`config.mk`:
```
export PLATFORM = sky130hd
export DESIGN_NAME = axi_slave128_arb_flat
export DESIGN_NICKNAME = d
export VERILOG_FILES = /design/src/rtl/axi_slave128_arb_if.sv /design/src/rtl/axi_slave128_arb.sv /design/src/flat_wrapper.sv
export SDC_FILE = /design/constraint.sdc
export NUM_CORES = 1
export LEC_CHECK = 0
export CAP_MARGIN = 20
export CORE_AREA = 2 2 520 522
export DETAILED_ROUTE_END_ITERATION = 8
export DIE_AREA = 0 0 522 524
export HOLD_SLACK_MARGIN = 0.02
export PLACE_DENSITY_LB_ADDON = 0.08
export SLEW_MARGIN = 20
export SYNTH_ARGS = -nofsm -noshare
export SYNTH_HDL_FRONTEND = slang
export SYNTH_SLANG_ARGS = --single-unit
```
`constraint.sdc`:
```
create_clock -name pll_core_cpuclk -period 1.9 [get_ports pll_core_cpuclk]
set_input_delay 0.285 -clock pll_core_cpuclk [delete_from_list [all_inputs] [get_ports pll_core_cpuclk]]
set_output_delay 0.285 -clock pll_core_cpuclk [all_outputs]
set_load 0.05 [all_outputs]
```
`src/rtl/axi_slave128_arb_if.sv`:
```
// One AXI port (AR/AW/W/R/B channels) between a master and a slave.
// Used for both the arbiter's upstream master ports and its single downstream slave port.
interface axi_slave128_arb_if #(
   parameter int ADDR_W = 40,
   parameter int ID_W   = 8,
   parameter int DATA_W = 128
);
   logic [ADDR_W-1:0]   araddr;
   logic [1:0]          arburst;
   logic [3:0]          arcache;
   logic [ID_W-1:0]     arid;
   logic [7:0]          arlen;
   logic [2:0]          arprot;
   logic [2:0]          arsize;
   logic                arvalid;
   logic                arready;

   logic [ADDR_W-1:0]   awaddr;
   logic [1:0]          awburst;
   logic [3:0]          awcache;
   logic [ID_W-1:0]     awid;
   logic [7:0]          awlen;
   logic [2:0]          awprot;
   logic [2:0]          awsize;
   logic                awvalid;
   logic                awready;

   logic [DATA_W-1:0]   wdata;
   logic [ID_W-1:0]     wid;
   logic [DATA_W/8-1:0] wstrb;
   logic                wlast;
   logic                wvalid;
   logic                wready;

   logic [DATA_W-1:0]   rdata;
   logic [ID_W-1:0]     rid;
   logic [1:0]          rresp;
   logic                rlast;
   logic                rvalid;
   logic                rready;

   logic [ID_W-1:0]     bid;
   logic [1:0]          bresp;
   logic                bvalid;
   logic                bready;

   modport master (
      output araddr, arburst, arcache, arid, arlen, arprot, arsize, arvalid,
      input  arready,
      output awaddr, awburst, awcache, awid, awlen, awprot, awsize, awvalid,
      input  awready,
      output wdata, wid, wstrb, wlast, wvalid,
      input  wready,
      input  rdata, rid, rresp, rlast, rvalid,
      output rready,
      input  bid, bresp, bvalid,
      output bready
   );

   modport slave (
      input  araddr, arburst, arcache, arid, arlen, arprot, arsize, arvalid,
      output arready,
      input  awaddr, awburst, awcache, awid, awlen, awprot, awsize, awvalid,
      output awready,
      input  wdata, wid, wstrb, wlast, wvalid,
      output wready,
      output rdata, rid, rresp, rlast, rvalid,
      input  rready,
      output bid, bresp, bvalid,
      input  bready
   );
endinterface

```
`src/rtl/axi_slave128_arb.sv`:
```
// Two-master round-robin arbiter in front of a single-outstanding 128-bit AXI slave.
// One master owns the slave for a whole transaction; data paths are purely combinational.
module axi_slave128_arb #(
   parameter int ADDR_W = 40,
   parameter int ID_W   = 8,
   parameter int DATA_W = 128
) (
   input  logic                 pll_core_cpuclk,
   input  logic                 pad_cpu_rst,
   axi_slave128_arb_if.slave    m0,
   axi_slave128_arb_if.slave    m1,
   axi_slave128_arb_if.master   s0,
   output logic                 arb_gnt,
   output logic                 arb_busy,
   output logic                 arb_wlast_err
);

   typedef enum logic [2:0] {
      IDLE    = 3'd0,
      ADDR_RD = 3'd1,
      ADDR_WR = 3'd2,
      DATA_RD = 3'd3,
      DATA_WR = 3'd4,
      RESP_WR = 3'd5
   } state_t;

   state_t     state, nxt_state;
   logic       gnt, last_gnt, pick;
   logic [7:0] len_q, beat_cnt;
   logic       wlast_err;

   logic                req0, req1;
   logic                g_arvalid, g_awvalid, g_wvalid, g_wlast, g_rready, g_bready;
   logic [ADDR_W-1:0]   g_araddr, g_awaddr;
   logic [ID_W-1:0]     g_arid, g_awid, g_wid;
   logic [7:0]          g_arlen, g_awlen;
   logic [DATA_W-1:0]   g_wdata;
   logic [DATA_W/8-1:0] g_wstrb;
   logic                ar_hs, aw_hs, w_hs, r_end, b_hs, beat_at_len;

   assign req0 = m0.arvalid | m0.awvalid;
   assign req1 = m1.arvalid | m1.awvalid;

   assign g_arvalid = gnt ? m1.arvalid : m0.arvalid;
   assign g_awvalid = gnt ? m1.awvalid : m0.awvalid;
   assign g_wvalid  = gnt ? m1.wvalid  : m0.wvalid;
   assign g_wlast   = gnt ? m1.wlast   : m0.wlast;
   assign g_rready  = gnt ? m1.rready  : m0.rready;
   assign g_bready  = gnt ? m1.bready  : m0.bready;
   assign g_araddr  = gnt ? m1.araddr  : m0.araddr;
   assign g_awaddr  = gnt ? m1.awaddr  : m0.awaddr;
   assign g_arid    = gnt ? m1.arid    : m0.arid;
   assign g_awid    = gnt ? m1.awid    : m0.awid;
   assign g_wid     = gnt ? m1.wid     : m0.wid;
   assign g_arlen   = gnt ? m1.arlen   : m0.arlen;
   assign g_awlen   = gnt ? m1.awlen   : m0.awlen;
   assign g_wdata   = gnt ? m1.wdata   : m0.wdata;
   assign g_wstrb   = gnt ? m1.wstrb   : m0.wstrb;

   assign ar_hs       = (state == ADDR_RD) && g_arvalid && s0.arready;
   assign aw_hs       = (state == ADDR_WR) && g_awvalid && s0.awready;
   assign w_hs        = (state == DATA_WR) && g_wvalid && s0.wready;
   assign r_end       = (state == DATA_RD) && s0.rvalid && g_rready && s0.rlast;
   assign b_hs        = (state == RESP_WR) && s0.bvalid && g_bready;
   assign beat_at_len = (beat_cnt == len_q);

   assign arb_gnt       = gnt;
   assign arb_busy      = (state != IDLE);
   assign arb_wlast_err = wlast_err;

   always_comb begin
      nxt_state = state;
      pick      = (req0 && req1) ? ~last_gnt : req1;
      case (state)
         IDLE: begin
            if (req0 || req1)
               nxt_state = (pick ? m1.arvalid : m0.arvalid) ? ADDR_RD : ADDR_WR;
         end
         ADDR_RD: if (ar_hs) nxt_state = DATA_RD;
         DATA_RD: if (r_end) nxt_state = IDLE;
         ADDR_WR: if (aw_hs) nxt_state = DATA_WR;
         DATA_WR: if (w_hs && (g_wlast || beat_at_len)) nxt_state = RESP_WR;
         RESP_WR: if (b_hs) nxt_state = IDLE;
         default: nxt_state = IDLE;
      endcase
   end

   always_ff @(posedge pll_core_cpuclk or posedge pad_cpu_rst) begin
      if (pad_cpu_rst) begin
         state     <= IDLE;
         gnt       <= 1'b0;
         last_gnt  <= 1'b1;
         len_q     <= '0;
         beat_cnt  <= '0;
         wlast_err <= 1'b0;
      end else begin
         state <= nxt_state;
         if (state == IDLE && nxt_state != IDLE) begin
            gnt      <= pick;
            last_gnt <= pick;
         end
         if (ar_hs) len_q <= g_arlen;
         if (aw_hs) len_q <= g_awlen;
         // Held at zero outside DATA_WR, so every write burst starts counting from beat 0.
         if (state != DATA_WR)
            beat_cnt <= '0;
         else if (w_hs)
            beat_cnt <= beat_cnt + 8'd1;
         if (w_hs && (g_wlast != beat_at_len))
            wlast_err <= 1'b1;
      end
   end

   always_comb begin
      s0.araddr  = '0;  s0.arburst = '0;  s0.arcache = '0;  s0.arid    = '0;
      s0.arlen   = '0;  s0.arprot  = '0;  s0.arsize  = '0;  s0.arvalid = 1'b0;
      s0.awaddr  = '0;  s0.awburst = '0;  s0.awcache = '0;  s0.awid    = '0;
      s0.awlen   = '0;  s0.awprot  = '0;  s0.awsize  = '0;  s0.awvalid = 1'b0;
      s0.wdata   = '0;  s0.wid     = '0;  s0.wstrb   = '0;  s0.wlast   = 1'b0;
      s0.wvalid  = 1'b0;
      s0.rready  = 1'b0;
      s0.bready  = 1'b0;

      m0.arready = 1'b0;  m0.awready = 1'b0;  m0.wready = 1'b0;
      m0.rvalid  = 1'b0;  m0.bvalid  = 1'b0;
      m1.arready = 1'b0;  m1.awready = 1'b0;  m1.wready = 1'b0;
      m1.rvalid  = 1'b0;  m1.bvalid  = 1'b0;

      // Response payload goes to both masters; only the granted one sees valid.
      m0.rdata = s0.rdata;  m0.rid = s0.rid;  m0.rresp = s0.rresp;  m0.rlast = s0.rlast;
      m1.rdata = s0.rdata;  m1.rid = s0.rid;  m1.rresp = s0.rresp;  m1.rlast = s0.rlast;
      m0.bid   = s0.bid;    m0.bresp = s0.bresp;
      m1.bid   = s0.bid;    m1.bresp = s0.bresp;

      case (state)
         ADDR_RD: begin
            s0.araddr  = g_araddr;
            s0.arburst = gnt ? m1.arburst : m0.arburst;
            s0.arcache = gnt ? m1.arcache : m0.arcache;
            s0.arid    = g_arid;
            s0.arlen   = g_arlen;
            s0.arprot  = gnt ? m1.arprot : m0.arprot;
            s0.arsize  = gnt ? m1.arsize : m0.arsize;
            s0.arvalid = g_arvalid;
            if (gnt) m1.arready = s0.arready;
            else     m0.arready = s0.arready;
         end
         DATA_RD: begin
            s0.rready = g_rready;
            if (gnt) m1.rvalid = s0.rvalid;
            else     m0.rvalid = s0.rvalid;
         end
         ADDR_WR: begin
            s0.awaddr  = g_awaddr;
            s0.awburst = gnt ? m1.awburst : m0.awburst;
            s0.awcache = gnt ? m1.awcache : m0.awcache;
            s0.awid    = g_awid;
            s0.awlen   = g_awlen;
            s0.awprot  = gnt ? m1.awprot : m0.awprot;
            s0.awsize  = gnt ? m1.awsize : m0.awsize;
            s0.awvalid = g_awvalid;
            if (gnt) m1.awready = s0.awready;
            else     m0.awready = s0.awready;
         end
         DATA_WR: begin
            s0.wdata  = g_wdata;
            s0.wid    = g_wid;
            s0.wstrb  = g_wstrb;
            s0.wlast  = g_wlast;
            s0.wvalid = g_wvalid;
            if (gnt) m1.wready = s0.wready;
            else     m0.wready = s0.wready;
         end
         RESP_WR: begin
            s0.bready = g_bready;
            if (gnt) m1.bvalid = s0.bvalid;
            else     m0.bvalid = s0.bvalid;
         end
         default: ;
      endcase
   end

endmodule

```
`src/flat_wrapper.sv`:
```
// flat-port wrapper written by rule: the top's interface ports become plain ports
module axi_slave128_arb_flat 
#(
   parameter int ADDR_W = 40,
   parameter int ID_W   = 8,
   parameter int DATA_W = 128
)
  (pll_core_cpuclk, pad_cpu_rst, arb_gnt, arb_busy, arb_wlast_err, m0_araddr, m0_arburst, m0_arcache, m0_arid, m0_arlen, m0_arprot, m0_arsize, m0_arvalid, m0_arready, m0_awaddr, m0_awburst, m0_awcache, m0_awid, m0_awlen, m0_awprot, m0_awsize, m0_awvalid, m0_awready, m0_wdata, m0_wid, m0_wstrb, m0_wlast, m0_wvalid, m0_wready, m0_rdata, m0_rid, m0_rresp, m0_rlast, m0_rvalid, m0_rready, m0_bid, m0_bresp, m0_bvalid, m0_bready, m1_araddr, m1_arburst, m1_arcache, m1_arid, m1_arlen, m1_arprot, m1_arsize, m1_arvalid, m1_arready, m1_awaddr, m1_awburst, m1_awcache, m1_awid, m1_awlen, m1_awprot, m1_awsize, m1_awvalid, m1_awready, m1_wdata, m1_wid, m1_wstrb, m1_wlast, m1_wvalid, m1_wready, m1_rdata, m1_rid, m1_rresp, m1_rlast, m1_rvalid, m1_rready, m1_bid, m1_bresp, m1_bvalid, m1_bready, s0_araddr, s0_arburst, s0_arcache, s0_arid, s0_arlen, s0_arprot, s0_arsize, s0_arvalid, s0_arready, s0_awaddr, s0_awburst, s0_awcache, s0_awid, s0_awlen, s0_awprot, s0_awsize, s0_awvalid, s0_awready, s0_wdata, s0_wid, s0_wstrb, s0_wlast, s0_wvalid, s0_wready, s0_rdata, s0_rid, s0_rresp, s0_rlast, s0_rvalid, s0_rready, s0_bid, s0_bresp, s0_bvalid, s0_bready);
  axi_slave128_arb_if #(.ADDR_W(ADDR_W), .ID_W(ID_W), .DATA_W(DATA_W)) m0_i ();
  axi_slave128_arb_if #(.ADDR_W(ADDR_W), .ID_W(ID_W), .DATA_W(DATA_W)) m1_i ();
  axi_slave128_arb_if #(.ADDR_W(ADDR_W), .ID_W(ID_W), .DATA_W(DATA_W)) s0_i ();
  input  logic pll_core_cpuclk;
  input  logic pad_cpu_rst;
  output logic arb_gnt;
  output logic arb_busy;
  output logic arb_wlast_err;
  input wire logic [$bits(m0_i.araddr)-1:0] m0_araddr;
  input wire logic [$bits(m0_i.arburst)-1:0] m0_arburst;
  input wire logic [$bits(m0_i.arcache)-1:0] m0_arcache;
  input wire logic [$bits(m0_i.arid)-1:0] m0_arid;
  input wire logic [$bits(m0_i.arlen)-1:0] m0_arlen;
  input wire logic [$bits(m0_i.arprot)-1:0] m0_arprot;
  input wire logic [$bits(m0_i.arsize)-1:0] m0_arsize;
  input wire logic [$bits(m0_i.arvalid)-1:0] m0_arvalid;
  output wire logic [$bits(m0_i.arready)-1:0] m0_arready;
  input wire logic [$bits(m0_i.awaddr)-1:0] m0_awaddr;
  input wire logic [$bits(m0_i.awburst)-1:0] m0_awburst;
  input wire logic [$bits(m0_i.awcache)-1:0] m0_awcache;
  input wire logic [$bits(m0_i.awid)-1:0] m0_awid;
  input wire logic [$bits(m0_i.awlen)-1:0] m0_awlen;
  input wire logic [$bits(m0_i.awprot)-1:0] m0_awprot;
  input wire logic [$bits(m0_i.awsize)-1:0] m0_awsize;
  input wire logic [$bits(m0_i.awvalid)-1:0] m0_awvalid;
  output wire logic [$bits(m0_i.awready)-1:0] m0_awready;
  input wire logic [$bits(m0_i.wdata)-1:0] m0_wdata;
  input wire logic [$bits(m0_i.wid)-1:0] m0_wid;
  input wire logic [$bits(m0_i.wstrb)-1:0] m0_wstrb;
  input wire logic [$bits(m0_i.wlast)-1:0] m0_wlast;
  input wire logic [$bits(m0_i.wvalid)-1:0] m0_wvalid;
  output wire logic [$bits(m0_i.wready)-1:0] m0_wready;
  output wire logic [$bits(m0_i.rdata)-1:0] m0_rdata;
  output wire logic [$bits(m0_i.rid)-1:0] m0_rid;
  output wire logic [$bits(m0_i.rresp)-1:0] m0_rresp;
  output wire logic [$bits(m0_i.rlast)-1:0] m0_rlast;
  output wire logic [$bits(m0_i.rvalid)-1:0] m0_rvalid;
  input wire logic [$bits(m0_i.rready)-1:0] m0_rready;
  output wire logic [$bits(m0_i.bid)-1:0] m0_bid;
  output wire logic [$bits(m0_i.bresp)-1:0] m0_bresp;
  output wire logic [$bits(m0_i.bvalid)-1:0] m0_bvalid;
  input wire logic [$bits(m0_i.bready)-1:0] m0_bready;
  input wire logic [$bits(m1_i.araddr)-1:0] m1_araddr;
  input wire logic [$bits(m1_i.arburst)-1:0] m1_arburst;
  input wire logic [$bits(m1_i.arcache)-1:0] m1_arcache;
  input wire logic [$bits(m1_i.arid)-1:0] m1_arid;
  input wire logic [$bits(m1_i.arlen)-1:0] m1_arlen;
  input wire logic [$bits(m1_i.arprot)-1:0] m1_arprot;
  input wire logic [$bits(m1_i.arsize)-1:0] m1_arsize;
  input wire logic [$bits(m1_i.arvalid)-1:0] m1_arvalid;
  output wire logic [$bits(m1_i.arready)-1:0] m1_arready;
  input wire logic [$bits(m1_i.awaddr)-1:0] m1_awaddr;
  input wire logic [$bits(m1_i.awburst)-1:0] m1_awburst;
  input wire logic [$bits(m1_i.awcache)-1:0] m1_awcache;
  input wire logic [$bits(m1_i.awid)-1:0] m1_awid;
  input wire logic [$bits(m1_i.awlen)-1:0] m1_awlen;
  input wire logic [$bits(m1_i.awprot)-1:0] m1_awprot;
  input wire logic [$bits(m1_i.awsize)-1:0] m1_awsize;
  input wire logic [$bits(m1_i.awvalid)-1:0] m1_awvalid;
  output wire logic [$bits(m1_i.awready)-1:0] m1_awready;
  input wire logic [$bits(m1_i.wdata)-1:0] m1_wdata;
  input wire logic [$bits(m1_i.wid)-1:0] m1_wid;
  input wire logic [$bits(m1_i.wstrb)-1:0] m1_wstrb;
  input wire logic [$bits(m1_i.wlast)-1:0] m1_wlast;
  input wire logic [$bits(m1_i.wvalid)-1:0] m1_wvalid;
  output wire logic [$bits(m1_i.wready)-1:0] m1_wready;
  output wire logic [$bits(m1_i.rdata)-1:0] m1_rdata;
  output wire logic [$bits(m1_i.rid)-1:0] m1_rid;
  output wire logic [$bits(m1_i.rresp)-1:0] m1_rresp;
  output wire logic [$bits(m1_i.rlast)-1:0] m1_rlast;
  output wire logic [$bits(m1_i.rvalid)-1:0] m1_rvalid;
  input wire logic [$bits(m1_i.rready)-1:0] m1_rready;
  output wire logic [$bits(m1_i.bid)-1:0] m1_bid;
  output wire logic [$bits(m1_i.bresp)-1:0] m1_bresp;
  output wire logic [$bits(m1_i.bvalid)-1:0] m1_bvalid;
  input wire logic [$bits(m1_i.bready)-1:0] m1_bready;
  output wire logic [$bits(s0_i.araddr)-1:0] s0_araddr;
  output wire logic [$bits(s0_i.arburst)-1:0] s0_arburst;
  output wire logic [$bits(s0_i.arcache)-1:0] s0_arcache;
  output wire logic [$bits(s0_i.arid)-1:0] s0_arid;
  output wire logic [$bits(s0_i.arlen)-1:0] s0_arlen;
  output wire logic [$bits(s0_i.arprot)-1:0] s0_arprot;
  output wire logic [$bits(s0_i.arsize)-1:0] s0_arsize;
  output wire logic [$bits(s0_i.arvalid)-1:0] s0_arvalid;
  input wire logic [$bits(s0_i.arready)-1:0] s0_arready;
  output wire logic [$bits(s0_i.awaddr)-1:0] s0_awaddr;
  output wire logic [$bits(s0_i.awburst)-1:0] s0_awburst;
  output wire logic [$bits(s0_i.awcache)-1:0] s0_awcache;
  output wire logic [$bits(s0_i.awid)-1:0] s0_awid;
  output wire logic [$bits(s0_i.awlen)-1:0] s0_awlen;
  output wire logic [$bits(s0_i.awprot)-1:0] s0_awprot;
  output wire logic [$bits(s0_i.awsize)-1:0] s0_awsize;
  output wire logic [$bits(s0_i.awvalid)-1:0] s0_awvalid;
  input wire logic [$bits(s0_i.awready)-1:0] s0_awready;
  output wire logic [$bits(s0_i.wdata)-1:0] s0_wdata;
  output wire logic [$bits(s0_i.wid)-1:0] s0_wid;
  output wire logic [$bits(s0_i.wstrb)-1:0] s0_wstrb;
  output wire logic [$bits(s0_i.wlast)-1:0] s0_wlast;
  output wire logic [$bits(s0_i.wvalid)-1:0] s0_wvalid;
  input wire logic [$bits(s0_i.wready)-1:0] s0_wready;
  input wire logic [$bits(s0_i.rdata)-1:0] s0_rdata;
  input wire logic [$bits(s0_i.rid)-1:0] s0_rid;
  input wire logic [$bits(s0_i.rresp)-1:0] s0_rresp;
  input wire logic [$bits(s0_i.rlast)-1:0] s0_rlast;
  input wire logic [$bits(s0_i.rvalid)-1:0] s0_rvalid;
  output wire logic [$bits(s0_i.rready)-1:0] s0_rready;
  input wire logic [$bits(s0_i.bid)-1:0] s0_bid;
  input wire logic [$bits(s0_i.bresp)-1:0] s0_bresp;
  input wire logic [$bits(s0_i.bvalid)-1:0] s0_bvalid;
  output wire logic [$bits(s0_i.bready)-1:0] s0_bready;
  assign m0_i.araddr = m0_araddr;
  assign m0_i.arburst = m0_arburst;
  assign m0_i.arcache = m0_arcache;
  assign m0_i.arid = m0_arid;
  assign m0_i.arlen = m0_arlen;
  assign m0_i.arprot = m0_arprot;
  assign m0_i.arsize = m0_arsize;
  assign m0_i.arvalid = m0_arvalid;
  assign m0_arready = m0_i.arready;
  assign m0_i.awaddr = m0_awaddr;
  assign m0_i.awburst = m0_awburst;
  assign m0_i.awcache = m0_awcache;
  assign m0_i.awid = m0_awid;
  assign m0_i.awlen = m0_awlen;
  assign m0_i.awprot = m0_awprot;
  assign m0_i.awsize = m0_awsize;
  assign m0_i.awvalid = m0_awvalid;
  assign m0_awready = m0_i.awready;
  assign m0_i.wdata = m0_wdata;
  assign m0_i.wid = m0_wid;
  assign m0_i.wstrb = m0_wstrb;
  assign m0_i.wlast = m0_wlast;
  assign m0_i.wvalid = m0_wvalid;
  assign m0_wready = m0_i.wready;
  assign m0_rdata = m0_i.rdata;
  assign m0_rid = m0_i.rid;
  assign m0_rresp = m0_i.rresp;
  assign m0_rlast = m0_i.rlast;
  assign m0_rvalid = m0_i.rvalid;
  assign m0_i.rready = m0_rready;
  assign m0_bid = m0_i.bid;
  assign m0_bresp = m0_i.bresp;
  assign m0_bvalid = m0_i.bvalid;
  assign m0_i.bready = m0_bready;
  assign m1_i.araddr = m1_araddr;
  assign m1_i.arburst = m1_arburst;
  assign m1_i.arcache = m1_arcache;
  assign m1_i.arid = m1_arid;
  assign m1_i.arlen = m1_arlen;
  assign m1_i.arprot = m1_arprot;
  assign m1_i.arsize = m1_arsize;
  assign m1_i.arvalid = m1_arvalid;
  assign m1_arready = m1_i.arready;
  assign m1_i.awaddr = m1_awaddr;
  assign m1_i.awburst = m1_awburst;
  assign m1_i.awcache = m1_awcache;
  assign m1_i.awid = m1_awid;
  assign m1_i.awlen = m1_awlen;
  assign m1_i.awprot = m1_awprot;
  assign m1_i.awsize = m1_awsize;
  assign m1_i.awvalid = m1_awvalid;
  assign m1_awready = m1_i.awready;
  assign m1_i.wdata = m1_wdata;
  assign m1_i.wid = m1_wid;
  assign m1_i.wstrb = m1_wstrb;
  assign m1_i.wlast = m1_wlast;
  assign m1_i.wvalid = m1_wvalid;
  assign m1_wready = m1_i.wready;
  assign m1_rdata = m1_i.rdata;
  assign m1_rid = m1_i.rid;
  assign m1_rresp = m1_i.rresp;
  assign m1_rlast = m1_i.rlast;
  assign m1_rvalid = m1_i.rvalid;
  assign m1_i.rready = m1_rready;
  assign m1_bid = m1_i.bid;
  assign m1_bresp = m1_i.bresp;
  assign m1_bvalid = m1_i.bvalid;
  assign m1_i.bready = m1_bready;
  assign s0_araddr = s0_i.araddr;
  assign s0_arburst = s0_i.arburst;
  assign s0_arcache = s0_i.arcache;
  assign s0_arid = s0_i.arid;
  assign s0_arlen = s0_i.arlen;
  assign s0_arprot = s0_i.arprot;
  assign s0_arsize = s0_i.arsize;
  assign s0_arvalid = s0_i.arvalid;
  assign s0_i.arready = s0_arready;
  assign s0_awaddr = s0_i.awaddr;
  assign s0_awburst = s0_i.awburst;
  assign s0_awcache = s0_i.awcache;
  assign s0_awid = s0_i.awid;
  assign s0_awlen = s0_i.awlen;
  assign s0_awprot = s0_i.awprot;
  assign s0_awsize = s0_i.awsize;
  assign s0_awvalid = s0_i.awvalid;
  assign s0_i.awready = s0_awready;
  assign s0_wdata = s0_i.wdata;
  assign s0_wid = s0_i.wid;
  assign s0_wstrb = s0_i.wstrb;
  assign s0_wlast = s0_i.wlast;
  assign s0_wvalid = s0_i.wvalid;
  assign s0_i.wready = s0_wready;
  assign s0_i.rdata = s0_rdata;
  assign s0_i.rid = s0_rid;
  assign s0_i.rresp = s0_rresp;
  assign s0_i.rlast = s0_rlast;
  assign s0_i.rvalid = s0_rvalid;
  assign s0_rready = s0_i.rready;
  assign s0_i.bid = s0_bid;
  assign s0_i.bresp = s0_bresp;
  assign s0_i.bvalid = s0_bvalid;
  assign s0_bready = s0_i.bready;
  axi_slave128_arb #(.ADDR_W(ADDR_W), .ID_W(ID_W), .DATA_W(DATA_W)) u_core (.pll_core_cpuclk(pll_core_cpuclk), .pad_cpu_rst(pad_cpu_rst), .m0(m0_i), .m1(m1_i), .s0(s0_i), .arb_gnt(arb_gnt), .arb_busy(arb_busy), .arb_wlast_err(arb_wlast_err));
endmodule
```
Word level (Yosys, flattened, before mapping):

Cells that the tools add are included.

* bits in latches: 0
* register bits after elaboration: 22
* bits of input ports: 744
* bits in read-only memories: 0
* memories kept: 0
* memory bits (writable): 0
* output and inout port bits: 605

* mux-type cells: 80
* equality and inequality tests: 8
* reductions and logical operators: 22
* bitwise logic cells: 3
* multipliers: 0
* divide/modulo/power cells: 0
* $add $sub $neg: 1
* order comparisons: 0
* shift operators: 0

Operators with widths (count)
* two-way mux 128 bit: 2
* two-way mux 40 bit: 4
* two-way mux 8 bit: 14
* two-way mux 3 bit: 14
* two-way mux 1 bit: 34
* two-way mux 16 bit: 2
* one-hot mux 3 bit (6 select lines): 1
* two-way mux 4 bit: 4
* logical AND 1 bit: 15
* two-way mux 2 bit: 5
* adder 8 x 1 -> 8 bit, second input constant: 1
* == test 8 bit: 1
* == test 3 x 2 -> 1 bit, second input constant: 2
* == test 3 bit, second input constant: 2
* nonzero test 3 bit: 2
* nonzero test 2 bit: 2
* == test 3 x 1 -> 1 bit, second input constant: 1
* zero test 3 bit: 1
* != test 3 bit, second input constant: 1
* logical OR 1 bit: 2
* OR 1 bit: 2
* != test 1 bit: 1
* inverter 1 bit: 1

Depth between registers and ports, before layout:

Gate-level depths: netlist (run 1).

* depth in word-level cells: 9
* gate-level depth with buffers: 6

Worst setup path after synthesis (run 1):

No wires, ideal clock.

* kind: reg2out
* start point: reg u_core.gnt (netlist: u_core.arb_gnt)
* end point: out m1_wready
* required time: 1.615 ns
* path slack: -0.824 ns
* arrival time: 2.439 ns
* stages on the path, launching flop included: 5
* path buffers: 2
* path through: dfrtp_1 > buf_2 > buf_2 > inv_1 > nor3_1

* longest elaborated chain between the ends: 2

RTL lines
* start, declared: line axi_slave128_arb.sv:28 `logic gnt, last_gnt, pick;`
* start signal, assigned: line axi_slave128_arb.sv:99 `gnt <= pick;`
* two-way mux 1 bit: line axi_slave128_arb.sv:171 `if (gnt) m1.wready = s0.wready;`
* two-way mux 1 bit: line axi_slave128_arb.sv:135 `case (state)`
* end, declared: line flat_wrapper.sv:74 `output wire logic [$bits(m1_i.wready)-1:0] m1_wready;`

No other way between the ends.

Worst setup path after layout (run 1):

* start point: reg u_core.gnt (netlist: u_core.arb_gnt)
* end point: out s0_awid[7]

* longest elaborated chain between the ends: 2

RTL lines
* two-way mux 8 bit: line axi_slave128_arb.sv:53 `assign g_awid = gnt ? m1.awid : m0.awid;`
* two-way mux 8 bit: line axi_slave128_arb.sv:135
* end, declared: line flat_wrapper.sv:97 `output wire logic [$bits(s0_i.awid)-1:0] s0_awid;`

No other way between the ends.

==> results of run 1 <==
[worst paths after layout]
check	startpoint	end	cells after the start
setup / recovery	u_core.arb_gnt	s0_awid[7]	8
hold / removal	pad_cpu_rst	u_core.arb_gnt	3
setup reg to reg	u_core.arb_gnt	u_core.beat_cnt[7]	7
hold reg to reg	u_core.arb_wlast_err	u_core.arb_wlast_err	1
max in group asynchronous	pad_cpu_rst	u_core.last_gnt	3
min in group pll_core_cpuclk	u_core.arb_wlast_err	u_core.arb_wlast_err	1
[flip-flops by register name, indices dropped and copies added (netlist names)]
name and count:
u_core.arb_gnt 1, u_core.last_gnt 1, u_core.beat_cnt 8, u_core.len_q 8
u_core.arb_wlast_err 1, u_core.state 3
[per-stage QoR]
stage | total power [mW] | hold WS [ns]
after CTS | 30.3 | 0.432
final | 31.8 | 0.399
after detailed placement | 26.7 | 0.511
after global routing | 33.7 | 0.454
after global placement | 26.8 | 0.513
after floorplan | 14.3 | 0.273
[final cells by class]
type | instances | area (sq um) | share of cell area
clock buffers | 4 | 78.8 | 0.00270
flip-flops and latches | 22 | 557 | 0.0191
well taps | 3552 | 4440 | 0.152
multi-input cells | 700 | 8760 | 0.300
repair buffers | 1193 | 15300 | 0.524
diodes | 6 | 15.0 | 0.000515
inverters | 5 | 18.8 | 0.000644
[cells in the mapped netlist]
| library cell | instances | area share |
|---|---|---|
| and2_1 | 2 | 0.0016 |
| o21ba_1 | 1 | 0.0013 |
| or3_1 | 3 | 0.0024 |
| o31a_1 | 1 | 0.0011 |
| ha_1 | 2 | 0.0032 |
| xor2_1 | 10 | 0.011 |
| dfrtp_1 | 21 | 0.067 |
| nand3_1 | 13 | 0.0083 |
| nor2b_1 | 3 | 0.0024 |
| o211ai_1 | 1 | 0.00096 |
| nand4_1 | 3 | 0.0024 |
| inv_2 | 1 | 0.00048 |
| a211oi_1 | 1 | 0.00096 |
| a21oi_1 | 5 | 0.0032 |
| nand3b_1 | 1 | 0.00096 |
| o21ai_0 | 6 | 0.0038 |
| mux2i_1 | 292 | 0.37 |
| mux2_2 | 2 | 0.0029 |
| xnor2_1 | 2 | 0.0022 |
| nor3_1 | 4 | 0.0025 |
| nand3_2 | 1 | 0.0013 |
| nand2_1 | 11 | 0.0053 |
| buf_2 | 35 | 0.022 |
| and3_1 | 6 | 0.0048 |
| o221ai_1 | 8 | 0.0089 |
| a21o_1 | 1 | 0.00096 |
| a211o_1 | 1 | 0.0011 |
| mux2_1 | 1 | 0.0014 |
| buf_1 | 11 | 0.0053 |
| clkbuf_1 | 23 | 0.011 |
| dfstp_2 | 1 | 0.0033 |
| inv_1 | 4 | 0.0019 |
| nand2b_1 | 4 | 0.0032 |
| a2bb2oi_1 | 1 | 0.0011 |
| buf_4 | 298 | 0.28 |
| nor3b_1 | 3 | 0.0029 |
| nor4_1 | 4 | 0.0032 |
| nor2_1 | 306 | 0.15 |
| o22ai_1 | 1 | 0.00080 |
[layer usage]
metal	GRT usage	share of wire
met1	0.0903	0.36
met5	0	0.00085
met2	0.141	0.47
met3	0.0543	0.15
met4	0.0171	0.018
[tightest hold or removal path, cell delays in order]
cell,delay [ns]
clkdlybuf4s50_1,0.40
inv_1,0.07
buf_4,0.32
[where the power goes]
part / internal, mW / leakage [nW] / switching (mW)
Combinational: 14.6 / 9.35 / 15.9
Sequential: 0.624 / 0.281 / 0.177
Clock: 0.288 / 0.0382 / 0.197
Total: 15.5 / 9.67 / 16.3
[cells by family after synthesis]
logic type	after synthesis
DFF	22
buffers and inverters	372
muxes	295
adders and majority gates	2
and+or+nand+nor	364
xor gates and xnor gates	12
AOI/OAI and AO/OA	27
[repair_timing]
action / 4_1_cts / 5_1_grt
endpoints found under the setup margin: 314 / 325
pin swaps: 19 / 65
resized for setup: 255 / 241
gates cloned: 9 / 10
buffers inserted: 17 / 38
==> report_table.html, run 1 <==
<table>
<tr><th>Metric</th><th>Value</th></tr>
<tr><th colspan="2">Critical path</th></tr>
<tr><td>Max incr delay on CP</td><td>0.53 ns</td></tr>
<tr><td>WP data required</td><td>1.62 ns</td></tr>
<tr><td>Startpoint type of the worst setup path</td><td>flop</td></tr>
<tr><td>Critical path arrival</td><td>2.02 ns</td></tr>
<tr><td>Setup CP Type</td><td>flop to output pin</td></tr>
<tr><td>Endpoint kind of the worst setup timing path</td><td>output pin</td></tr>
<tr><td>Cell type with the highest occurrence count on the critical path</td><td>buf_16</td></tr>
<tr><td>Slowest cell on crit path</td><td>dfrtp_4</td></tr>
<tr><td>Register-to-register path setup slack</td><td>-0.26 ns</td></tr>
<tr><td>Crit path buf inv count</td><td>6</td></tr>
<tr><td>Critical path, cell by cell</td><td>buf_16 &gt; buf_16 &gt; buf_12 &gt; buf_16 &gt; mux2i_4 &gt; nor2_1 &gt; buf_4 &gt; buf_12</td></tr>
<tr><td>Crit Path Max Fanout</td><td>6</td></tr>
<tr><td>Cell family contributing the most delay on the critical path</td><td>buffers and inverters</td></tr>
<tr><th colspan="2">Power and ir drop</th></tr>
<tr><td>Leakage component of the power</td><td>9.67 nW</td></tr>
<tr><td>Worst vdd ir</td><td>0.000633 V</td></tr>
<tr><td>Power Density</td><td>1090 nW/um^2</td></tr>
<tr><th colspan="2">Hold path</th></tr>
<tr><td>Worst min-delay path category</td><td>input pin to asynchronous set/reset pin</td></tr>
<tr><th colspan="2">Synth</th></tr>
<tr><td>Net count after synthesis</td><td>1840</td></tr>
<tr><td>Synthesized-area fraction occupied by and/or/nand/nor cells</td><td>0.187</td></tr>
<tr><td>Combinational family with the most area after synthesis</td><td>multiplexers</td></tr>
<tr><td>Xor and xnor area share after synthesis</td><td>0.0134</td></tr>
<tr><td>Arithmetic-cell share of the synthesized area counting full adders, half adders and majority gates</td><td>0.00318</td></tr>
<tr><td>Flip-flop and latch count after synthesis</td><td>22</td></tr>
<tr><td>Seq/Total Area, Yosys</td><td>0.0702</td></tr>
<tr><td>Gate Count Post-Synth</td><td>1094</td></tr>
<tr><td>Compound-Gate Fraction of Synth Area</td><td>0.0242</td></tr>
<tr><td>Number of unique standard cell types used by synthesis</td><td>39</td></tr>
<tr><td>Fraction of synthesized area in multiplexers</td><td>0.376</td></tr>
<tr><td>Post-synthesis cell area</td><td>7860 sq um</td></tr>
<tr><td>Warning count from the yosys run</td><td>0</td></tr>
<tr><td>Average instance area after synthesis</td><td>7.18 sq um</td></tr>
<tr><th colspan="2">Final layout</th></tr>
<tr><td>Leading cell types in the layout, fill and taps excluded</td><td>clkdlybuf4s50_1, buf_12, nor2_4</td></tr>
<tr><td>Design area</td><td>29200 sq um</td></tr>
<tr><td>Number of filler instances in the final layout</td><td>30.5k</td></tr>
<tr><td>Net count, final</td><td>2671</td></tr>
<tr><td>Layout area overhead</td><td>271%</td></tr>
<tr><td>Number of cells in the finished layout apart from fillers</td><td>5482</td></tr>
<tr><td>Core utilization of the finished layout</td><td>0.109</td></tr>
<tr><td>Leading cell type in the layout, fill and taps excluded</td><td>clkdlybuf4s50_1</td></tr>
<tr><td>Fraction of layout instances using a drive strength above 1</td><td>0.576</td></tr>
<tr><th colspan="2">Status</th></tr>
<tr><td>Failing checks</td><td>setup timing</td></tr>
<tr><td>Run status</td><td>finished with violations</td></tr>
<tr><th colspan="2">Placed design</th></tr>
<tr><td>Port Buffer Count</td><td>904</td></tr>
<tr><td>Worst Setup Slack post-DPL</td><td>-0.482 ns</td></tr>
<tr><td>Cell area reported after detailed placement</td><td>26100 sq um</td></tr>
<tr><td>Final Wtd Congestion</td><td>0.824</td></tr>
<tr><td>Cell Count Post-Placement</td><td>5471</td></tr>
<tr><td>Placed wire-length estimate</td><td>113 mm</td></tr>
<tr><th colspan="2">Floorplanning</th></tr>
<tr><td>Die outline area</td><td>274000 sq um</td></tr>
<tr><td>I/O pin count</td><td>1349</td></tr>
<tr><td>Number of rows created at floorplan</td><td>190</td></tr>
<tr><td>Starting density of the core</td><td>0.0294</td></tr>
<tr><td>Core area</td><td>267000 sq um</td></tr>
<tr><td>Horizontal extent of the die</td><td>522 um</td></tr>
<tr><td>Height of the die</td><td>524 um</td></tr>
<tr><th colspan="2">Global routing</th></tr>
<tr><td>Total routing usage reported by global routing</td><td>0.0848</td></tr>
<tr><td>Antenna violations before repair</td><td>44</td></tr>
<tr><td>First-pass GRT wire length</td><td>150 mm</td></tr>
<tr><td>Vias in the first global route</td><td>13.0k</td></tr>
<tr><td>Total gr overflow</td><td>0</td></tr>
<tr><td>Pin count of the biggest net entering global routing</td><td>23</td></tr>
<tr><th colspan="2">Routing</th></tr>
<tr><td>DR iter-0 viols</td><td>200</td></tr>
<tr><td>Average wire per cell in the routed design</td><td>22.6 um</td></tr>
<tr><td>Total iterations of the first detailed-routing run</td><td>4</td></tr>
<tr><td>Via density per instance</td><td>2.04</td></tr>
<tr><td>Residual DRC</td><td>0</td></tr>
<tr><td>Via count</td><td>11.2k</td></tr>
<tr><td>Routed Wire Length</td><td>124 mm</td></tr>
<tr><td>Post-route antenna net violation count</td><td>0</td></tr>
<tr><th colspan="2">Clock network</th></tr>
<tr><td>Clk Latency, worst-skew pair</td><td>0.27 ns</td></tr>
<tr><td>Cell at the root of the clock tree</td><td>clkbuf_16</td></tr>
<tr><td>Clock transition at the registers of the reported paths</td><td>0.07 ns</td></tr>
<tr><td>CTS tree</td><td>yes</td></tr>
<tr><td>Number of clock buffers inserted by TritonCTS</td><td>3</td></tr>
<tr><td>Max clock buf depth</td><td>2</td></tr>
<tr><td>Num Clock Sinks</td><td>22</td></tr>
<tr><td>Number of buffers inserted by hold repair at cts</td><td>0</td></tr>
<tr><td>Number of levels in the clock H-tree</td><td>1</td></tr>
<tr><th colspan="2">Timing</th></tr>
<tr><td>Final-report hold violation count</td><td>0</td></tr>
<tr><td>Final-report setup violation count</td><td>310</td></tr>
<tr><td>Pin slew with the least headroom to its limit</td><td>0.477 ns</td></tr>
<tr><td>Unrepaired setup endpoints after global routing</td><td>yes</td></tr>
<tr><td>Share of the clock period used by the worst path</td><td>1.21</td></tr>
<tr><td>Crit path time final</td><td>2.30 ns</td></tr>
<tr><td>Worst Clk Skew</td><td>0.00644 ns</td></tr>
<tr><td>Post-layout worst setup margin</td><td>-0.404 ns</td></tr>
<tr><td>Final slew viol count</td><td>0</td></tr>
<tr><td>TNS Setup</td><td>-84.04 ns</td></tr>
<tr><td>Worst slew slack as a fraction of its limit</td><td>0.676</td></tr>
<tr><td>Achievable clock frequency</td><td>0.434 GHz</td></tr>
<tr><th colspan="2">Run</th></tr>
<tr><td>Max-capacitance violation count</td><td>0</td></tr>
</table>
Power figures use the tool's default switching activity.
==> run 2: changes to the inputs <==
--- a/config.mk
+++ b/config.mk
@@ -6,9 +6,11 @@
 export NUM_CORES = 1
 export LEC_CHECK = 0
 export CAP_MARGIN = 20
-export CORE_AREA = 2 2 520 522
+export CELL_PAD_IN_SITES_DETAIL_PLACEMENT = 1
+export CELL_PAD_IN_SITES_GLOBAL_PLACEMENT = 1
+export CORE_AREA = 2 2 524 526
 export DETAILED_ROUTE_END_ITERATION = 8
-export DIE_AREA = 0 0 522 524
+export DIE_AREA = 0 0 526 528
 export HOLD_SLACK_MARGIN = 0.02
 export PLACE_DENSITY_LB_ADDON = 0.08
 export SLEW_MARGIN = 20
==> report_table.html, run 2 (same netlist as run 1, synthesis figures left out) <==
<table>
<tr><th>Metric</th><th>Value</th></tr>
<tr><th colspan="2">Timing</th></tr>
<tr><td>Worst slew slack as a fraction of its limit</td><td>0.715 (was 0.676)</td></tr>
<tr><td>Final slew viol count</td><td>0 (unchanged)</td></tr>
<tr><td>Share of the clock period used by the worst path</td><td>1.22 (was 1.21)</td></tr>
<tr><td>Final-report hold violation count</td><td>0 (unchanged)</td></tr>
<tr><td>Worst Clk Skew</td><td>0.00628 ns (was 0.00644 ns)</td></tr>
<tr><td>Post-layout worst setup margin</td><td>-0.421 ns (was -0.404 ns)</td></tr>
<tr><td>Unrepaired setup endpoints after global routing</td><td>yes (unchanged)</td></tr>
<tr><td>WHS</td><td>0.408 ns (was 0.399 ns)</td></tr>
<tr><td>Crit path time final</td><td>2.32 ns (was 2.30 ns)</td></tr>
<tr><td>Final-report setup violation count</td><td>325 (was 310)</td></tr>
<tr><td>Achievable clock frequency</td><td>0.431 GHz (was 0.434 GHz)</td></tr>
<tr><td>Pin slew with the least headroom to its limit</td><td>0.427 ns (was 0.477 ns)</td></tr>
<tr><th colspan="2">Final layout</th></tr>
<tr><td>Leading cell type in the layout, fill and taps excluded</td><td>clkdlybuf4s50_1 (unchanged)</td></tr>
<tr><td>Leading cell types in the layout, fill and taps excluded</td><td>clkdlybuf4s50_1, buf_12, nor2_4 (unchanged)</td></tr>
<tr><td>Layout area overhead</td><td>300% (was 271%)</td></tr>
<tr><td>Design area</td><td>31500 sq um (was 29200 sq um)</td></tr>
<tr><td>Fraction of layout instances using a drive strength above 1</td><td>0.630 (was 0.576)</td></tr>
<tr><td>Largest registers ranked by flip-flop count</td><td>u_core.beat_cnt x8, u_core.len_q x8, u_core.state x3 (unchanged)</td></tr>
<tr><td>Number of filler instances in the final layout</td><td>31.4k (was 30.5k)</td></tr>
<tr><td>Core utilization of the finished layout</td><td>0.115 (was 0.109)</td></tr>
<tr><td>Net count, final</td><td>2705 (was 2671)</td></tr>
<tr><td>Number of cells in the finished layout apart from fillers</td><td>5554 (was 5482)</td></tr>
<tr><th colspan="2">Global routing</th></tr>
<tr><td>Total gr overflow</td><td>0 (unchanged)</td></tr>
<tr><td>Antenna violations before repair</td><td>58 (was 44)</td></tr>
<tr><td>First-pass GRT wire length</td><td>157 mm (was 150 mm)</td></tr>
<tr><td>Vias in the first global route</td><td>13.2k (was 13.0k)</td></tr>
<tr><td>Pin count of the biggest net entering global routing</td><td>26 (was 23)</td></tr>
<tr><td>Total routing usage reported by global routing</td><td>0.0870 (was 0.0848)</td></tr>
<tr><th colspan="2">Floorplanning</th></tr>
<tr><td>Height of the die</td><td>528 um (was 524 um)</td></tr>
<tr><td>Horizontal extent of the die</td><td>526 um (was 522 um)</td></tr>
<tr><td>I/O pin count</td><td>1349 (unchanged)</td></tr>
<tr><td>Die outline area</td><td>278000 sq um (was 274000 sq um)</td></tr>
<tr><td>Number of rows created at floorplan</td><td>192 (was 190)</td></tr>
<tr><td>Core area</td><td>272000 sq um (was 267000 sq um)</td></tr>
<tr><td>Starting density of the core</td><td>0.0288 (was 0.0294)</td></tr>
<tr><th colspan="2">Critical path</th></tr>
<tr><td>Cell family contributing the most delay on the critical path</td><td>buffers and inverters (unchanged)</td></tr>
<tr><td>Setup CP Type</td><td>flop to output pin (unchanged)</td></tr>
<tr><td>Critical path, cell by cell</td><td>buf_12 &gt; buf_16 &gt; buf_8 &gt; mux2i_4 &gt; buf_6 &gt; nor2_4 &gt; buf_12 (was buf_16 &gt; buf_16 &gt; buf_12 &gt; buf_16 &gt; mux2i_4 &gt; nor2_1 &gt; buf_4 &gt; buf_12)</td></tr>
<tr><td>Max incr delay on CP</td><td>0.55 ns (was 0.53 ns)</td></tr>
<tr><td>Crit path buf inv count</td><td>5 (was 6)</td></tr>
<tr><td>Slowest cell on crit path</td><td>dfrtp_4 (unchanged)</td></tr>
<tr><td>Cell type with the highest occurrence count on the critical path</td><td>buf_12 (was buf_16)</td></tr>
<tr><td>Endpoint kind of the worst setup timing path</td><td>output pin (unchanged)</td></tr>
<tr><td>WP data required</td><td>1.62 ns (about the same)</td></tr>
<tr><td>Crit Path Max Fanout</td><td>6 (unchanged)</td></tr>
<tr><td>Startpoint type of the worst setup path</td><td>flop (unchanged)</td></tr>
<tr><td>Critical path arrival</td><td>2.04 ns (was 2.02 ns)</td></tr>
<tr><th colspan="2">Routing</th></tr>
<tr><td>DR iter-0 viols</td><td>184 (was 200)</td></tr>
<tr><td>Average wire per cell in the routed design</td><td>23.0 um (was 22.6 um)</td></tr>
<tr><td>Total iterations of the first detailed-routing run</td><td>4 (unchanged)</td></tr>
<tr><td>Via density per instance</td><td>2.04 (about the same)</td></tr>
<tr><td>Via count</td><td>11.4k (was 11.2k)</td></tr>
<tr><td>Routed Wire Length</td><td>128 mm (was 124 mm)</td></tr>
<tr><td>Post-route antenna net violation count</td><td>0 (unchanged)</td></tr>
<tr><td>Residual DRC</td><td>0 (unchanged)</td></tr>
<tr><th colspan="2">Status</th></tr>
<tr><td>Run status</td><td>finished with violations (unchanged)</td></tr>
<tr><td>Failing checks</td><td>setup timing (unchanged)</td></tr>
<tr><th colspan="2">Clock network</th></tr>
<tr><td>Number of clock buffers inserted by TritonCTS</td><td>3 (unchanged)</td></tr>
<tr><td>Num Clock Sinks</td><td>22 (unchanged)</td></tr>
<tr><td>Clk Latency, worst-skew pair</td><td>0.27 ns (about the same)</td></tr>
<tr><td>Max clock buf depth</td><td>2 (unchanged)</td></tr>
<tr><td>CTS tree</td><td>yes (unchanged)</td></tr>
<tr><td>Number of buffers inserted by hold repair at cts</td><td>0 (unchanged)</td></tr>
<tr><td>Clock transition at the registers of the reported paths</td><td>0.07 ns (about the same)</td></tr>
<tr><td>Number of levels in the clock H-tree</td><td>1 (unchanged)</td></tr>
<tr><td>Cell at the root of the clock tree</td><td>clkbuf_16 (unchanged)</td></tr>
<tr><th colspan="2">Placed design</th></tr>
<tr><td>Port Buffer Count</td><td>904 (unchanged)</td></tr>
<tr><td>Final Wtd Congestion</td><td>0.764 (was 0.824)</td></tr>
<tr><td>Cell Count Post-Placement</td><td>5509 (was 5471)</td></tr>
<tr><td>Placed wire-length estimate</td><td>115 mm (was 113 mm)</td></tr>
<tr><td>Cell area reported after detailed placement</td><td>26500 sq um (was 26100 sq um)</td></tr>
<tr><th colspan="2">Power and ir drop</th></tr>
<tr><td>Leakage component of the power</td><td>10.0 nW (was 9.67 nW)</td></tr>
<tr><td>Power after layout</td><td>35.0 mW (was 31.8 mW)</td></tr>
<tr><td>Worst vdd ir</td><td>0.000492 V (was 0.000633 V)</td></tr>
<tr><td>Power Density</td><td>1110 nW/um^2 (was 1090 nW/um^2)</td></tr>
<tr><th colspan="2">Hold path</th></tr>
<tr><td>Worst min-delay path category</td><td>input pin to asynchronous set/reset pin (unchanged)</td></tr>
<tr><th colspan="2">Run</th></tr>
<tr><td>Max-capacitance violation count</td><td>0 (unchanged)</td></tr>
</table>
==> run 2: cell count changes in the layout (fill, tap and decap cells not counted), moves of 9 or more <==
cell,change
mux2i_4,+98
mux2i_1,-53
buf_12,+35
nand3_1,-9
buf_6,+47
buf_4,-55
mux2i_2,-45
==> run 2: worst min-delay path: stages <==
cell and delay, ns:
clkdlybuf4s50_1 0.40, inv_1 0.06, buf_4 0.32
==> run 2: cell type report <==
type,count,area (sq um),share of cell area
Antenna cell,7,17.5,0.000557
Clock buffer,3,75.1,0.00239
Clock inverter,1,30.0,0.000955
Inverter,5,22.5,0.000716
Multi-Input combinational cell,700,10100,0.320
Sequential cell,22,559,0.0178
Tap cell,3589,4490,0.143
Timing Repair Buffer,1227,16200,0.515
==> run 2: where the power goes <==
group | internal, mW | switching (mW)
Combinational | 16.8 | 16.8
Sequential | 0.628 | 0.207
Clock | 0.420 | 0.207
==> run 2: layer usage <==
metal	up-vias	wire length [um]	track usage	part of all wire
met5	-	256	0.00242	0.0020
met4	28	1200	0.00502	0.0094
met3	141	16100	0.0496	0.13
met2	825	59300	0.143	0.46
met1	5222	51000	0.101	0.40
li1	5134	-	-	-
==> run 2: what timing repair did <==
item                       in CTS  in global routing
setup buffers                  50                 33
cloned                         13                 10
setup endpoints to repair     320                325
resized for setup             417                333
pin swaps                      45                 77
==> run 2: worst paths after layout <==
kind	start	endpoint	slack, ns	cells after the start
min in group pll_core_cpuclk	u_core.arb_wlast_err	u_core.arb_wlast_err	0.48	1
max in group asynchronous	pad_cpu_rst	u_core.arb_gnt	1.19	3
hold reg to reg	u_core.arb_wlast_err	u_core.arb_wlast_err	0.48	1
setup / recovery	u_core.arb_gnt	s0_wdata[110]	-0.42	7
setup reg to reg	u_core.arb_gnt	u_core.beat_cnt[7]	-0.34	7
hold / removal	pad_cpu_rst	u_core.beat_cnt[7]	0.41	3
==> run 2: metrics by stage <==
step | TNS [ns] | setup slack [ns]
3_5_place_dp | -24.65 | -0.641
5_1_grt | -120.50 | -0.495
2_1_floorplan | -10.36 | -0.350
6_report | -87.54 | -0.421
4_1_cts | -119.12 | -0.514
3_3_place_gp | -21.69 | -0.656
